**config.mk**
```make
export PLATFORM = sky130hd
export DESIGN_NAME = mem_arbiter
export DESIGN_NICKNAME = d
export VERILOG_FILES = /design/src/rtl/mem_arbiter.sv
export SDC_FILE = /design/constraint.sdc
export NUM_CORES = 1
export LEC_CHECK = 0
export CAP_MARGIN = 20
export CORE_UTILIZATION = 40
export CTS_CLUSTER_SIZE = 14
export DETAILED_ROUTE_END_ITERATION = 8
export DONT_BUFFER_PORTS = 1
export GPL_TIMING_DRIVEN = 1
export HOLD_SLACK_MARGIN = 0.1
export PLACE_DENSITY = 0.55
export SLEW_MARGIN = 20
export SYNTH_ARGS = -nofsm -noshare
export SYNTH_HDL_FRONTEND = slang
export SYNTH_SLANG_ARGS = --single-unit
export TNS_END_PERCENT = 50
```
**constraint.sdc**
```tcl
create_clock -name clk -period 3.2 [get_ports clk]
set_clock_uncertainty 0.05 [all_clocks]
set_input_delay 0.32 -clock clk [delete_from_list [all_inputs] [get_ports clk]]
set_output_delay 0.32 -clock clk [all_outputs]
set_load 0.005 [all_outputs]
```
**src/rtl/mem_arbiter.sv**
```systemverilog
// mem_arbiter: shares one memory port between the fetch and load/store stages.
// All three sides use two-phase (toggle) request/acknowledge handshakes.
// Arbitration favours data, but a pending fetch gets the port after
// DATA_STREAK_MAX consecutive data grants.
// Latency: a request sampled in IDLE toggles mem_req on that same edge. A
// completion sampled in WAIT toggles the requester's ack on that same edge.
// Backpressure: one transaction is outstanding at a time. Requests that arrive
// during WAIT stay pending and are arbitrated in the next IDLE cycle.
//
// Ports:
//   clk, reset            clock and synchronous active-high reset
//   if_req/if_addr        fetch request toggle and address
//   if_ack/if_rdata       fetch ack toggle and captured read data
//   dm_req/dm_we/dm_addr/dm_wdata  data request toggle and command
//   dm_ack/dm_rdata       data ack toggle and captured read data
//   mem_req/mem_we/mem_addr/mem_wdata  memory command, held until completion
//   mem_ack/mem_rdata     memory completion toggle and read data
//   busy/owner            transaction outstanding, and its owner (1 = data)
//   proto_err             sticky flag: mem_ack moved while nothing was outstanding
module mem_arbiter #(
  parameter int ADDR_W          = 32,
  parameter int DATA_W          = 32,
  parameter int DATA_STREAK_MAX = 2
) (
  input  logic              clk,
  input  logic              reset,
  input  logic              if_req,
  input  logic [ADDR_W-1:0] if_addr,
  output logic              if_ack,
  output logic [DATA_W-1:0] if_rdata,
  input  logic              dm_req,
  input  logic              dm_we,
  input  logic [ADDR_W-1:0] dm_addr,
  input  logic [DATA_W-1:0] dm_wdata,
  output logic              dm_ack,
  output logic [DATA_W-1:0] dm_rdata,
  output logic              mem_req,
  output logic              mem_we,
  output logic [ADDR_W-1:0] mem_addr,
  output logic [DATA_W-1:0] mem_wdata,
  input  logic              mem_ack,
  input  logic [DATA_W-1:0] mem_rdata,
  output logic              busy,
  output logic              owner,
  output logic              proto_err
);

  typedef enum logic {ST_IDLE = 1'b0, ST_WAIT = 1'b1} state_t;

  localparam logic [3:0] STREAK_MAX = 4'(DATA_STREAK_MAX);

  state_t            state_q, state_d;
  logic [3:0]        streak_q, streak_d;
  logic              mem_req_q, mem_req_d;
  logic              mem_we_q, mem_we_d;
  logic [ADDR_W-1:0] mem_addr_q, mem_addr_d;
  logic [DATA_W-1:0] mem_wdata_q, mem_wdata_d;
  logic              owner_q, owner_d;
  logic              if_ack_q, if_ack_d;
  logic              dm_ack_q, dm_ack_d;
  logic [DATA_W-1:0] if_rdata_q, if_rdata_d;
  logic [DATA_W-1:0] dm_rdata_q, dm_rdata_d;
  logic              proto_err_q, proto_err_d;

  logic if_pend;
  logic dm_pend;
  logic grant_dm;

  assign if_pend = if_req ^ if_ack_q;
  assign dm_pend = dm_req ^ dm_ack_q;

  always_comb begin
    state_d     = state_q;
    streak_d    = streak_q;
    mem_req_d   = mem_req_q;
    mem_we_d    = mem_we_q;
    mem_addr_d  = mem_addr_q;
    mem_wdata_d = mem_wdata_q;
    owner_d     = owner_q;
    if_ack_d    = if_ack_q;
    dm_ack_d    = dm_ack_q;
    if_rdata_d  = if_rdata_q;
    dm_rdata_d  = dm_rdata_q;
    proto_err_d = proto_err_q;
    grant_dm    = 1'b0;

    case (state_q)
      ST_IDLE: begin
        // While idle the memory has nothing to acknowledge. Any mismatch is
        // flagged, but it does not block arbitration.
        if (mem_ack != mem_req_q) begin
          proto_err_d = 1'b1;
        end
        if (if_pend || dm_pend) begin
          // Data wins unless a fetch has waited through the full streak.
          grant_dm  = dm_pend && (!if_pend || (streak_q != STREAK_MAX));
          mem_req_d = ~mem_req_q;
          owner_d   = grant_dm;
          state_d   = ST_WAIT;
          if (grant_dm) begin
            mem_we_d    = dm_we;
            mem_addr_d  = dm_addr;
            mem_wdata_d = dm_wdata;
            // The streak only counts data grants that held off a waiting fetch.
            if (if_pend) begin
              streak_d = (streak_q >= STREAK_MAX) ? STREAK_MAX : streak_q + 4'd1;
            end else begin
              streak_d = 4'd0;
            end
          end else begin
            mem_we_d    = 1'b0;
            mem_addr_d  = if_addr;
            mem_wdata_d = '0;
            streak_d    = 4'd0;
          end
        end
      end
      ST_WAIT: begin
        if (mem_ack == mem_req_q) begin
          state_d = ST_IDLE;
          if (owner_q) begin
            dm_ack_d = ~dm_ack_q;
            if (!mem_we_q) begin
              dm_rdata_d = mem_rdata;
            end
          end else begin
            if_ack_d   = ~if_ack_q;
            if_rdata_d = mem_rdata;
          end
        end
      end
      default: state_d = ST_IDLE;
    endcase
  end

  always_ff @(posedge clk) begin
    if (reset) begin
      state_q     <= ST_IDLE;
      streak_q    <= 4'd0;
      mem_req_q   <= 1'b0;
      mem_we_q    <= 1'b0;
      mem_addr_q  <= '0;
      mem_wdata_q <= '0;
      owner_q     <= 1'b0;
      if_ack_q    <= 1'b0;
      dm_ack_q    <= 1'b0;
      if_rdata_q  <= '0;
      dm_rdata_q  <= '0;
      proto_err_q <= 1'b0;
    end else begin
      state_q     <= state_d;
      streak_q    <= streak_d;
      mem_req_q   <= mem_req_d;
      mem_we_q    <= mem_we_d;
      mem_addr_q  <= mem_addr_d;
      mem_wdata_q <= mem_wdata_d;
      owner_q     <= owner_d;
      if_ack_q    <= if_ack_d;
      dm_ack_q    <= dm_ack_d;
      if_rdata_q  <= if_rdata_d;
      dm_rdata_q  <= dm_rdata_d;
      proto_err_q <= proto_err_d;
    end
  end

  assign if_ack    = if_ack_q;
  assign if_rdata  = if_rdata_q;
  assign dm_ack    = dm_ack_q;
  assign dm_rdata  = dm_rdata_q;
  assign mem_req   = mem_req_q;
  assign mem_we    = mem_we_q;
  assign mem_addr  = mem_addr_q;
  assign mem_wdata = mem_wdata_q;
  assign busy      = (state_q == ST_WAIT);
  assign owner     = owner_q;
  assign proto_err = proto_err_q;

endmodule

```
==> results_dict.tcl <==
set metrics [dict create \
    slew_headroom_pct 54.36 \
    dieHeight_microns 114.5 \
    crit_slowest_cell "a21oi_2" \
    path_clk_slew_ps 60 \
    avgRoutedWirePerCell_microns 17.39 \
    synth_xor_xnor_area_share_pct 1.384 \
    cts_tree "built" \
    syn-instance-count 547 \
    cts.sinks 139 \
    cts_max_level 4 \
    synth.area.mux_share_pct 6.327 \
    synth_area_per_cell_sq_um 9.255 \
    final_max_slew_viol_count 0 \
    dieArea_sq_mm 0.01311 \
    cp-end-kind "flip-flop" \
    ant_nets 0 \
    worstPathArrival_ps 2970 \
    cap_violations 0 \
    grt_usage_pct 22.32 \
    layout-drive-gt1-share_pct 6.548 \
    setup_viol 0 \
    max_stage_delay_ps 610 \
    hpwl_mm 8.632 \
    finalHoldViolCount 0 \
    gr-total-overflow 0 \
    start_util_pct 41.63 \
    synthAdderAreaFrac_pct 0.4943 \
    io_pins 269 \
    hold_buffers 127 \
    cts_setup_buffers 0 \
    p_leak_nw 2.980 \
    yosys_warnings 0 \
    grt_pass1_vias 4692 \
    outcome "complete, no violations" \
    final_nets 795 \
    synthesis.nets 683 \
    synth_cell_types 29 \
    clock.fmax_ghz 0.3752 \
    worstMarginPinSlew_ps 684.6 \
    hold_path_class "primary input to flip-flop" \
    synthSimpleGateAreaFrac_pct 14.19 \
    crit_type "flip-flop to flip-flop" \
    cp_max_fo 23 \
    cts_resized 0 \
    antenna_found_initial 0 \
    required_ps 3500 \
    die_w_microns 114.5 \
    drt_iter0_markers 281 \
    gp_congestion 0.7350 \
    fp-row-count 40 \
    synth_top_family_by_area "compound AO/OA/AOI/OAI gates" \
    mostFrequentLayoutCell "dfxtp_1" \
    num_vias 4469 \
    grt_start_max_net_pins 105 \
    vias_per_cell 5.314 \
    grt_pass1_wl_mm 22.42 \
    yosysSeqAreaShare_pct 54.97 \
    drc 0 \
    totalPowerFinal_mw 5.120 \
    irDropWorstVdd_mv 0.3535 \
    core_area_sq_mm 0.01216 \
    cts-root-buf "clkbuf_16" \
    dr.pass1.iters 4 \
    cts-buffers-inserted 17 \
    synthToLayoutAreaGrowth_pct 39.84 \
    min_period_ps 2665 \
    fin_setup_tns_ps 0 \
    portBuffers 0 \
    syn_area_sq_mm 0.005062 \
    synth_compound_area_share_pct 18.24 \
    cp_cell_sequence "xnor2_1, a21oi_2, buf_4, nor2_1, a211oi_1, dlygate4sd3_1" \
    layout_common_cells "dfxtp_1, dlygate4sd3_1, nand2_1" \
    powerDensity_mw_per_mm2 723.3 \
    drt-total-wl_mm 14.62 \
    clk_latency_ps 410 \
    ys_ff_latch 139 \
    critPathLaunchType "flip-flop" \
    clock_path_buffers 2 \
    period_share_pct 83.28 \
    rsz0062_at_grt "no" \
]
-- cell usage after synthesis --
library cell	count	area (sq um)
a21oi_2	1	8.760
nor3_2	1	10.01
or3_1	1	6.260
or4_1	1	7.510
xnor2_1	5	43.79
buf_6	3	33.78
clkbuf_1	17	63.81
a211oi_1	32	240.2
nand4b_1	1	8.760
nor2_2	1	6.260
a31oi_1	2	12.51
a21o_1	1	7.510
nand3_1	1	5.000
dfxtp_1	139	2783
a31o_1	1	8.760
buf_2	22	110.1
mux2i_1	32	320.3
nor2_1	71	266.5
buf_4	1	7.510
a21oi_1	68	340.3
a22o_1	34	297.8
nand2_1	101	379.1
and2_1	1	6.260
nor4_1	1	6.260
nor3_4	1	16.27
inv_1	2	7.510
ha_1	2	25.02
xor2_1	3	26.28
a22oi_1	1	7.510
-- critical path: cells and delay by family, from the launching register on --
| kind | cells | cell delay, ps |
|---|---|---|
| buf+inv | 2 | 980 |
| compound gates | 2 | 850 |
| flops | 1 | 450 |
| xor+xnor | 1 | 210 |
| simple gates | 1 | 70 |
-- sequential cells by signal, summed over array words and instances (netlist names) --
signal / flops
dm_rdata: 32
if_ack: 1
mem_wdata: 32
owner: 1
dm_ack: 1
mem_addr: 32
streak_q: 4
busy: 1
proto_err: 1
mem_req: 1
if_rdata: 32
mem_we: 1
-- per-layer routing --
layer	vias to the layer above	GRT usage, %	part of all wire [%]
li1	2104	-	-
met1	2108	21.92	37
met2	227	41.25	52
met3	30	7.253	8.1
met4	0	12.38	2.5
met5	-	0	0
-- power by group --
part / switching [mW] / total (mW) / internal (mW)
logic: 0.464 / 0.877 / 0.413
registers: 0.190 / 2.13 / 1.94
clock network: 0.714 / 2.12 / 1.40
total: 1.37 / 5.12 / 3.75
-- cell type report --
| type | instances | area [sq um] |
|---|---|---|
| antenna | 1 | 2.502 |
| clock buffer | 21 | 450.4 |
| clock inverter | 11 | 192.7 |
| fill | 1062 | 5082 |
| inverter | 2 | 7.507 |
| multi-input combinational | 363 | 2069 |
| sequential | 139 | 2783 |
| tap | 168 | 210.2 |
| timing repair buffer | 136 | 1364 |
-- worst paths after layout --
kind	slack [ps]	endpoint	start	cells after the start
worst max-delay path	530	mem_addr[16]	dm_ack	6
worst min-delay path	120	mem_addr[27]	dm_addr[27]	2
worst max register to register	530	mem_addr[16]	dm_ack	6
worst min register to register	420	if_rdata[8]	if_rdata[8]	2
-- metrics by stage --
step	setup WS (ps)	cells	util, %	cell area [sq um]	hold WS (ps)
final	534.9	841	58.21	7079	121.5
after global routing	290.2	840	58.19	7077	112.2
after CTS	570.0	840	58.19	7077	103.3
after detailed placement	1045	681	42.30	5145	352.3
after global placement	944.2	680	42.18	5130	350.6
after floorplan	1594	547	-	5062	395.2
-- kinds of logic after synthesis --
kind of cell / after synthesis
xor gates and xnor gates: 8
buffers and inverters: 45
adders and majority gates: 2
AOI/OAI and AO/OA: 140
muxes: 32
and+or+nand+nor: 181
DFF: 139
(Power assumes the default switching activity.)
